$ cat src/rtl/mmap_pkg.sv
// Shared types and helpers for the memory-map bus controller.
package mmap_pkg;

  typedef enum logic [1:0] {
    IDLE  = 2'd0,
    WAIT  = 2'd1,
    DONE  = 2'd2,
    FAULT = 2'd3
  } state_t;

  localparam int MAX_REG = 8;

  // Width of a region index; never narrower than one bit so NREG=1 still has a register.
  function automatic int idx_w(input int n);
    return (n > 1) ? $clog2(n) : 1;
  endfunction

  function automatic logic [MAX_REG-1:0] onehot(input int idx, input int nreg);
    logic [MAX_REG-1:0] r;
    r = '0;
    for (int i = 0; i < MAX_REG; i++) begin
      r[i] = (i == idx) && (i < nreg);
    end
    return r;
  endfunction

endpackage

$ cat src/rtl/mmap_region_match.sv
// Inclusive unsigned address-window compare for one memory region.
module mmap_region_match #(
  parameter int N = 32
) (
  input  logic [N-1:0] base,
  input  logic [N-1:0] limit,
  input  logic [N-1:0] addr,
  output logic         hit
);

  assign hit = (addr >= base) && (addr <= limit);

endmodule

$ cat src/rtl/mmap_bus_ctrl.sv
// Memory-map controller: region decode, wait states, write strobes and fault trapping.
// Optional MMAP_FAULT_CNT_EN adds a saturating fault_cnt output.
import mmap_pkg::*;

module mmap_bus_ctrl #(
  parameter int                      N         = 32,
  parameter int                      NREG      = 3,
  parameter int                      WAIT_W    = 4,
  parameter logic [NREG*N-1:0]       REG_BASE  = {32'h5200, 32'h4600, 32'h4000},
  parameter logic [NREG*N-1:0]       REG_LIMIT = {32'hFFFF_FFFF, 32'h5000, 32'h4400},
  parameter logic [NREG*WAIT_W-1:0]  REG_WAIT  = {4'd2, 4'd1, 4'd0},
  parameter logic [NREG-1:0]         REG_RO    = 3'b010
) (
  input  logic            clk,
  input  logic            reset,
  input  logic            req,
  input  logic [N-1:0]    DataAdr,
  input  logic            MemWrite,
  output logic            ready,
  output logic            err,
  output logic [NREG-1:0] sel,
  output logic [NREG-1:0] we,
  output logic            fault,
  output logic [N-1:0]    fault_addr,
  input  logic            fault_clr
`ifdef MMAP_FAULT_CNT_EN
  ,
  output logic [7:0]      fault_cnt
`endif
);

  localparam int IDX_W = idx_w(NREG);

  logic [NREG-1:0]   hit_vec;
  logic [IDX_W-1:0]  hit_idx;
  logic              mapped;
  logic [WAIT_W-1:0] hit_wait;
  logic              hit_ro;

  state_t            state_q, state_d;
  logic [WAIT_W-1:0] cnt_q, cnt_d;
  logic [IDX_W-1:0]  hit_p1, hit_d;
  logic              wr_p1, wr_d;
  logic [NREG-1:0]   acc_oh;
  logic              fault_entry;

  // Stage p0: combinational region decode of the live address
  for (genvar gi = 0; gi < NREG; gi++) begin : g_match
    mmap_region_match #(.N(N)) u_match (
      .base  (REG_BASE[gi*N +: N]),
      .limit (REG_LIMIT[gi*N +: N]),
      .addr  (DataAdr),
      .hit   (hit_vec[gi])
    );
  end

  // Scanning downward lets the lowest-indexed overlapping region win.
  always_comb begin
    hit_idx = '0;
    mapped  = 1'b0;
    for (int i = NREG - 1; i >= 0; i--) begin
      if (hit_vec[i]) begin
        hit_idx = IDX_W'(i);
        mapped  = 1'b1;
      end
    end
  end

  assign hit_wait = REG_WAIT[int'(hit_idx)*WAIT_W +: WAIT_W];
  assign hit_ro   = REG_RO[hit_idx];
  assign acc_oh   = NREG'(onehot(int'(hit_p1), NREG));

  always_comb begin
    state_d     = state_q;
    cnt_d       = cnt_q;
    hit_d       = hit_p1;
    wr_d        = wr_p1;
    fault_entry = 1'b0;
    ready       = 1'b0;
    err         = 1'b0;
    sel         = '0;
    we          = '0;
    case (state_q)
      IDLE: begin
        if (req) begin
          if (!mapped || (MemWrite && hit_ro)) begin
            state_d     = FAULT;
            fault_entry = 1'b1;
          end else begin
            hit_d = hit_idx;
            wr_d  = MemWrite;
            if (hit_wait == '0) begin
              state_d = DONE;
            end else begin
              cnt_d   = hit_wait;
              state_d = WAIT;
            end
          end
        end
      end
      WAIT: begin
        sel   = acc_oh;
        cnt_d = cnt_q - 1'b1;
        if (cnt_q <= WAIT_W'(1)) begin
          state_d = DONE;
        end
      end
      DONE: begin
        sel     = acc_oh;
        ready   = 1'b1;
        we      = wr_p1 ? acc_oh : '0;
        state_d = IDLE;
      end
      FAULT: begin
        ready   = 1'b1;
        err     = 1'b1;
        state_d = IDLE;
      end
      default: state_d = IDLE;
    endcase
  end

  // Stage p1: access state, wait counter and latched access attributes
  always_ff @(posedge clk) begin
    if (reset) begin
      state_q <= IDLE;
      cnt_q   <= '0;
    end else begin
      state_q <= state_d;
      cnt_q   <= cnt_d;
    end
  end

  always_ff @(posedge clk) begin
    hit_p1 <= hit_d;
    wr_p1  <= wr_d;
  end

  // A capture coinciding with fault_clr takes priority over the clear.
  always_ff @(posedge clk) begin
    if (reset) begin
      fault      <= 1'b0;
      fault_addr <= '0;
    end else if (fault_entry && (!fault || fault_clr)) begin
      fault      <= 1'b1;
      fault_addr <= DataAdr;
    end else if (fault_clr) begin
      fault      <= 1'b0;
      fault_addr <= '0;
    end
  end

`ifdef MMAP_FAULT_CNT_EN
  always_ff @(posedge clk) begin
    if (reset) begin
      fault_cnt <= '0;
    end else if (fault_entry && fault_clr) begin
      fault_cnt <= 8'd1;
    end else if (fault_clr) begin
      fault_cnt <= '0;
    end else if (fault_entry && (fault_cnt != 8'hFF)) begin
      fault_cnt <= fault_cnt + 8'd1;
    end
  end
`endif

endmodule

$ cat config.mk
export PLATFORM = sky130hd
export DESIGN_NAME = mmap_bus_ctrl
export DESIGN_NICKNAME = d
export VERILOG_FILES = /design/src/rtl/mmap_pkg.sv /design/src/rtl/mmap_region_match.sv /design/src/rtl/mmap_bus_ctrl.sv
export SDC_FILE = /design/constraint.sdc
export NUM_CORES = 1
export LEC_CHECK = 0
export ABC_AREA = 1
export CAP_MARGIN = 20
export CORE_ASPECT_RATIO = 2
export CORE_MARGIN = 4
export CORE_UTILIZATION = 47
export CTS_BUF_LIST = sky130_fd_sc_hd__clkbuf_4
export CTS_CLUSTER_SIZE = 8
export DETAILED_ROUTE_END_ITERATION = 10
export GPL_TIMING_DRIVEN = 0
export PLACE_DENSITY = 0.82
export SLEW_MARGIN = 40
export SYNTH_ARGS = -nofsm -noshare
export SYNTH_HDL_FRONTEND = slang
export SYNTH_SLANG_ARGS = --single-unit
$ cat constraint.sdc
create_clock -name clk -period 2 [get_ports clk]
set_input_delay 0.3 -clock clk [delete_from_list [all_inputs] [get_ports clk]]
set_output_delay 0.3 -clock clk [all_outputs]
set_load 0.1 [all_outputs]
==> results.txt, run 1 <==
Buffers inserted during clock tree synthesis total 5. The top cell type by area accounts for 33.5% of the synthesized area. In this run the tightest slew margin relative to its limit is 60.2%.

The final number of setup-violating endpoints came out at 0. The leading cell type in the layout, fill and taps excluded was sky130_fd_sc_hd__nand2_1. The clock skew was 12.0 ps; the detailed-route DRC error count was 0. Sequential elements use 37.3% of the synthesized area. For the number of hold violations in the final report, the log shows 0. For this run, the detailed router's first-pass iteration total came to 4. The clock network burns 20.0% of the power.

The period utilization came out at 95.9%. Yosys attributes the largest share of cell area to sky130_fd_sc_hd__dfxtp_1, sky130_fd_sc_hd__nand2_1, sky130_fd_sc_hd__inv_1, sky130_fd_sc_hd__nor2_1, sky130_fd_sc_hd__nand3_1. A synthesized cell averages 7.52 sq um. The top cell types in the final layout, fill and taps aside, are sky130_fd_sc_hd__nand2_1, sky130_fd_sc_hd__inv_1, sky130_fd_sc_hd__dfxtp_1, sky130_fd_sc_hd__buf_2, sky130_fd_sc_hd__nor2_1. Max-cap violations in this run came to 0. The clock transition at the registers of the reported paths was 140 ps; the number of nets in the layout was 441.

The number of H-tree levels is 2, and the detailed-route via count is 2278. TritonCTS built the clock tree. The final weighted congestion in routability-driven placement was 0.780; the count of fill cells added during filler insertion was 441. The post-synthesis instance area was 2330 sq um; the global routing usage summed across all routing layers was 18.6%. The cell accounting for the most synthesized area was sky130_fd_sc_hd__dfxtp_1. The horizontal die dimension came out at 57.8 microns. The average detailed-routed wire length per instance was 12.3 microns; the net switching share of the total power was 40.8%. Post-route antenna net violation count: 0.

Of all nets on the critical path, the largest fanout is 4. The tree built by TritonCTS fans out to 42 sinks. Once the floorplan was initialized, standard cells occupied 48.4% of the core. Of the cells placed in the final design, the portion with a size suffix greater than 1 is 26.9%. Type of origin of the critical path: a flop.

After global routing the overflow that remains totals 0. Synthesis instantiated 31 different standard cells from the library. For this design the total switching power over the nets is 0.000923 W. The logs give 0 for the number of warnings issued by yosys and 4820 sq um for the core area. The number of top-level pins was 78; the DRC marker count from the first detailed-route iteration was 57.

The clock passes through at most 2 buffers. From bottom edge to top edge, the die measures 108 microns. The share of power burned in registers is 41.7%, and the data required time at the worst endpoint is 1700 ps. Synthesis inferred 42 register bits. The cell sitting at the root of the clock tree is a sky130_fd_sc_hd__clkbuf_4. The run gives 4.57 mm as the HPWL reported at the end of detailed placement.

Timing analysis after detailed placement gives a worst setup slack of -314 ps. The run finished with clean final reports. The tools report the cell area after layout as 3090 sq um.

Start-to-end type of the worst setup path: reg2out. The floorplan has 36 rows. Buffers inserted to repair hold after CTS numbered 0. The run gives 2156 as the via count of the first global-routing pass.

The tools report the power share of the combinational group as 38.3%. Dividing the detail-routed via count by the number of cells gives 5.00. The data arrival time at the worst-slack endpoint is 1620 ps, and the area overhead of the layout relative to synthesis is 32.6%. At the pin with the least slew margin, the transition time is 597 ps.

Port buffering added 75 buffers. In this run the power density over the cells is 731 nW/um^2. For the final worst setup slack, the log shows 82.3 ps. The logs give 0 for the number of slew-limit violations in the final report and 8.98 mm for the wire length of the first global-routing pass. Final core area utilization: 64.2%. Total cell area at the placement stage: 2960 sq um.

The worst register-to-register path has a setup slack of 410 ps. The path type of the worst min-delay path was in2reg. Summed over all cells, the static leakage comes to 1.40 nW. The tools report the type of element capturing the critical path as an output pin.

When the netlist entered floorplanning its net count stood at 354. Entering global routing, the biggest net connects 16 pins. The die covers 6220 sq um.

The total length of routed wires is 5.60 mm. For the initial antenna violation count, the log shows 1. The internal power of the cells totals 0.00134 W. Static timing analysis puts the maximum clock frequency at 521 MHz. The synthesized instance count was 310; the final critical delay including setup and external delays was 1920 ps.

At the later pin of the worst-skew pair, clock insertion delay measures 370 ps. The maximum resistive drop on vdd was 0.000671 V.
-- worst paths after layout --
kind                  startpoint        endpoint  cells past startpoint
hold reg to reg   fault_addr[17]  fault_addr[17]                      1
setup / recovery      state_q[0]           ready                      4
hold / removal       DataAdr[12]  fault_addr[12]                      3
setup reg to reg      state_q[0]   fault_addr[5]                      7
-- layout make-up --
type	count	area, sq um	area share [%]
inverter	51	191	6.19
tap	57	71.3	2.31
sequential	42	872	28.2
multi-input combinational	206	1200	38.9
clock inverter	3	25.0	0.809
buffer	11	76.3	2.47
clock buffer	5	37.5	1.21
timing repair buffer	80	613	19.8
antenna	1	2.50	0.0809
-- through the flow --
stage	total power, W	std cells	TNS [ps]	hold slack [ps]
after floorplan	0.00159	310	-944	399
after global placement	0.00180	442	-8210	462
final	0.00226	456	0	281
after detailed placement	0.00180	442	-8680	468
after CTS	0.00226	450	0	283
after global routing	0.00240	456	-369	309
-- power by group through the flow --
stage	logic, W	clock network [W]	registers [W]
after global routing	0.000953	0.000491	0.000951
after global placement	0.000840	0	0.000956
final	0.000867	0.000452	0.000943
after CTS	0.000852	0.000468	0.000941
after floorplan	0.000644	0	0.000950
after detailed placement	0.000838	0	0.000960
-- Yosys cell counts, drive strengths merged --
library cell,count
a21oi,22
buf,7
clkbuf,4
clkinv,1
dfxtp,39
edfxtp,3
ha,7
inv,50
nand2,50
nand3,28
nand4,20
nor2,47
nor3,1
nor3b,17
o21ai,11
or2,1
xnor2,2
-- routing by layer --
layer / GRT usage [%] / part of all wire, % / up-vias
li1: - / - / 1181
met1: 16.6 / 33 / 1039
met2: 37.6 / 60 / 51
met3: 2.76 / 4.2 / 7
met4: 9.12 / 2.4 / 0
met5: 0 / 0 / -
-- state kept, by name (all words and copies together) (netlist names) --
register,flops
fault,1
fault_addr,32
hit_p1,2
cnt_q,4
state_q,2
wr_p1,1
-- kinds of logic (layout without fill, tap and decap cells) --
group           count (synthesis)  count (layout)  share of synthesized area [%]
flops                          42              42                           37.3
xor+xnor                        2               2                          0.751
buf+inv                        62             150                           11.5
fa+ha+maj                       7               7                           3.76
other cells                     0               1                              0
simple gates                  164             164                           39.3
compound gates                 33              33                           7.40
-- repair_timing --
| action | 4_1_cts | 5_1_grt |
|---|---|---|
| pin swaps | 0 | 2 |
| gates resized for setup | 6 | 8 |
| endpoints found under the setup margin | 6 | 25 |
| buffers inserted | 0 | 5 |
-- critical path, stage by stage (launching register included) --
cell and delay, ps:
sky130_fd_sc_hd__dfxtp_1 410, sky130_fd_sc_hd__inv_1 90, sky130_fd_sc_hd__ha_1 220, sky130_fd_sc_hd__or2_2 290, sky130_fd_sc_hd__buf_4 230
No activity file was read; power rests on OpenSTA's default activity.
==> run 2: changes to the inputs <==
--- a/config.mk
+++ b/config.mk
@@ -13,7 +13,8 @@
 export CTS_BUF_LIST = sky130_fd_sc_hd__clkbuf_4
 export CTS_CLUSTER_SIZE = 8
 export DETAILED_ROUTE_END_ITERATION = 10
-export GPL_TIMING_DRIVEN = 0
+export GPL_ROUTABILITY_DRIVEN = 0
+export GPL_TIMING_DRIVEN = 1
 export PLACE_DENSITY = 0.82
 export SLEW_MARGIN = 40
 export SYNTH_ARGS = -nofsm -noshare
==> run 2 against run 1 <==
Compared with the run above:
- critical path type unchanged
- via count is 4.2% higher
- clock-buffer cell count is 1 higher
- sequential power hardly changed
- non-clock buffer count is 9 higher
- first-iteration DRC count is 5.3% higher
- total power is 3.6% higher
- largest cell class unchanged
- flip-flop and latch count stayed put
- maximum frequency is 2.6% lower
- final cell count is 1.8% higher
- critical path depth is 1 higher
==> results.txt, run 2 (same netlist as run 1, synthesis figures left out) <==
The flow ran to the end, and the final reports show no timing, DRC or antenna violations. Total power per unit cell area: 692 nW/um^2 (-5.3%). Area overhead of the layout relative to synthesis: 45.0%.

Root buffer cell: sky130_fd_sc_hd__clkbuf_4. Path type of the worst min-delay path: reg2reg. The average detailed-routed wire length per instance was 13.1 microns (+6.7%); the final critical delay including setup and external delays was 1970 ps (+51.2 ps). The total iterations of the first detailed-routing run was 4 (unchanged); the number of top-level pins was 78 (unchanged). The run gives 456 (+3.2%) as the instance count after placement with tap cells included.

The number of standard cells in the layout, taps in and fillers out was 464 (+1.8%); the period utilization was 98.4% (+2.6 points). The worst setup path is of the reg2out kind. Worst hold slack: 485 ps (+205 ps).

For the clock group share of total power, the log shows 18.8% (-1.2 points). The tools report the wire length of the first global-routing pass as 9.80 mm (+9.2%). The worst reg-to-reg path cell count was 7 (unchanged).

The library cell used most frequently in the layout, excluding fill and tap cells, is sky130_fd_sc_hd__buf_4. The net switching share of the total power came out at 39.5% (-1.3 points). The startpoint of the most critical setup path was state_q[0]. The worst hold path stage count is 1 (-2), and the data required time at the worst endpoint is 1700 ps (about the same). The endpoint identified for the worst register-to-register timing path is state_q[1]. The type of origin of the critical path is a flop. TritonCTS built the clock tree. DRC marker count from the first detailed-route iteration: 60 (+5.3%). The worst setup path is captured at an output pin.

The power share of the combinational group is 40.9% (+2.6 points). The clock skew came out at 14.5 ps (+2.50 ps). The global routing usage summed across all routing layers was 20.4% (+1.8 points).

The total cell area at the placement stage was 3280 sq um (+11%). The pin count of the biggest net entering global routing came out at 18 (+2). For the number of slew-limit violations in the final report, the log shows 0 (unchanged). The height of the chip was 108 microns (unchanged).

The logs give 0 (unchanged) for the number of hold violations in the final report and 0.00234 W (+3.6%) for the post-route total power. For the number of buffers created by CTS, the log shows 5 (unchanged). The timing endpoint of the critical path was sel[2].

The peak fanout along the critical path came out at 4 (unchanged). The setup slack on the worst flop-to-flop path was 380 ps (-30 ps); the final number of setup-violating endpoints was 0 (unchanged). Clock transition at the registers of the reported paths: 130 ps (about the same).

The tools report the number of nets in the layout as 450 (+2.0%). In the layout the commonest cells are sky130_fd_sc_hd__buf_4, sky130_fd_sc_hd__nand2_1, sky130_fd_sc_hd__inv_1, sky130_fd_sc_hd__dfxtp_1, sky130_fd_sc_hd__nor2_1. The run gives 36 (unchanged) as the number of standard-cell rows in the floorplan. The number of flip-flops under the largest register name was 32 (unchanged); the number of H-tree levels was 2 (unchanged). The relative max-transition margin was 70.7% (+10 points).

The tools report the initial antenna violation count as 0 (-1). The run gives 0 (unchanged) as the sum of overflow across all layers after global routing. In this run the critical register-to-register path is launched from state_q[0].

The tools report the register cell area after layout as 871 sq um (-0.14%). The run gives 1230 sq um (+2.2%) as the multi-input logic area. Largest register by flop count: fault_addr. The switching power of the nets came out at 0.000926 W (+0.33%). The run gives 6220 sq um (unchanged) as the total die area. The max capacitance violation total was 0 (unchanged). The insertion delay to the later sink of the worst-skew pair is 370 ps (about the same).

The run gives 48.4% (unchanged) as the starting density of the core. For the static power due to leakage, the log shows 1.49 nW (+6.4%). The tools report the share of power burned in registers as 40.3% (-1.4 points). The share of layout cells above drive strength 1 is 30.2% (+3.3 points). The number of antenna repair diodes is 0 (-1), and the core area is 4820 sq um (unchanged). Detailed-route DRC error count: 0 (unchanged). The logs give 0.00142 W (+5.8%) for the internal power summed over all cells and 42 (unchanged) for the number of clock sinks. For the detailed-route via count, the log shows 2373 (+4.2%). The largest registers in the layout are fault_addr (32), cnt_q (4). The count of fill cells added during filler insertion is 384 (-13%). The number of setup buffers added after CTS was 0 (unchanged); the actual transition at the worst max-transition pin was 439 ps (-158 ps). The run gives 6.08 mm (+8.5%) as the total length of routed wires.

The tools report the maximum resistive drop on vdd as 0.000938 V (+40%). The count of input and output buffers works out to 77 (+2.7%). Data arrival time at the worst-slack endpoint: 1670 ps (+50 ps).

The HPWL reported at the end of detailed placement is 4.97 mm (+8.8%), and the number of vias per cell after detailed routing is 5.11 (+2.4%). Cell area after layout: 3380 sq um (+9.3%). The horizontal die dimension is 57.8 microns (unchanged). The timing-limited maximum frequency came out at 508 MHz (-2.6%). The post-route antenna net violation count came out at 0 (unchanged). The run gives 2327 (+7.9%) as the via count of the first global-routing pass.

Setup repair after global routing could not meet its margin everywhere. For the maximum clock insertion buffer count, the log shows 2 (unchanged).
==> run 2: changes by cell type in the layout (fill, tap and decap cells not counted), moves of 3 or more <==
cell,previous run,this run
sky130_fd_sc_hd__buf_4,10,53
sky130_fd_sc_hd__buf_2,37,0
sky130_fd_sc_hd__buf_12,1,8
sky130_fd_sc_hd__clkbuf_1,4,0
sky130_fd_sc_hd__a21oi_1,21,18
sky130_fd_sc_hd__a21oi_2,1,4
==> run 2: through the flow <==
stage | utilization, % | setup TNS, ps | worst slack [ps]
floorplan | - | -944 | -303
global placement | 68.0 | -5370 | -180
detailed placement | 68.0 | -7550 | -223
CTS | 69.2 | 0 | 17.8
global route | 70.2 | -162 | -48.2
finish | 70.2 | 0 | 31.1
==> run 2: power groups by stage <==
stage,clock (W),combinational [W],sequential (W)
finish,0.000440,0.000958,0.000944
global route,0.000485,0.00105,0.000948
CTS,0.000456,0.000960,0.000943
detailed placement,0,0.000953,0.000963
global placement,0,0.000927,0.000956
floorplan,0,0.000644,0.000950
==> run 2: final cells by class <==
| cell class | instances | share of cell area (%) |
|---|---|---|
| Timing Repair Buffer | 100 | 28.4 |
| Clock inverter | 2 | 0.407 |
| Clock buffer | 6 | 1.33 |
| Inverter | 51 | 5.66 |
| Tap cell | 57 | 2.11 |
| Multi-Input combinational cell | 206 | 36.4 |
| Sequential cell | 42 | 25.7 |
==> run 2: critical path, stage by stage (launching register included) <==
cell	delay (ps)
sky130_fd_sc_hd__dfxtp_1	410
sky130_fd_sc_hd__inv_1	100
sky130_fd_sc_hd__ha_1	290
sky130_fd_sc_hd__inv_1	70
sky130_fd_sc_hd__nor2_1	210
sky130_fd_sc_hd__buf_12	210
==> run 2: routing by layer <==
layer  share of wire (%)  GRT usage [%]  routed length, microns  vias up
met2                  60           40.5                    3650       47
li1                    -              -                       -     1193
met3                 2.7           3.12                     163       13
met5                   0              0                       0        -
met4                 2.9           11.1                     178        0
met1                  34           18.3                    2090     1120
==> run 2: what timing repair did <==
action                                  in CTS  in global routing
hold endpoints to repair                     0                  0
endpoints found under the setup margin       0                 17
gates resized for setup                      0                 13
hold buffers                                 0                  0
==> run 2: worst min path at each step <==
stage              startpoint  slack (ps)             end
4_1_cts        fault_addr[15]         490  fault_addr[15]
2_1_floorplan        MemWrite         400           wr_p1
3_5_place_dp   fault_addr[16]         470  fault_addr[16]
3_3_place_gp   fault_addr[17]         460  fault_addr[17]
6_report       fault_addr[15]         490  fault_addr[15]
5_1_grt        fault_addr[24]         510  fault_addr[24]
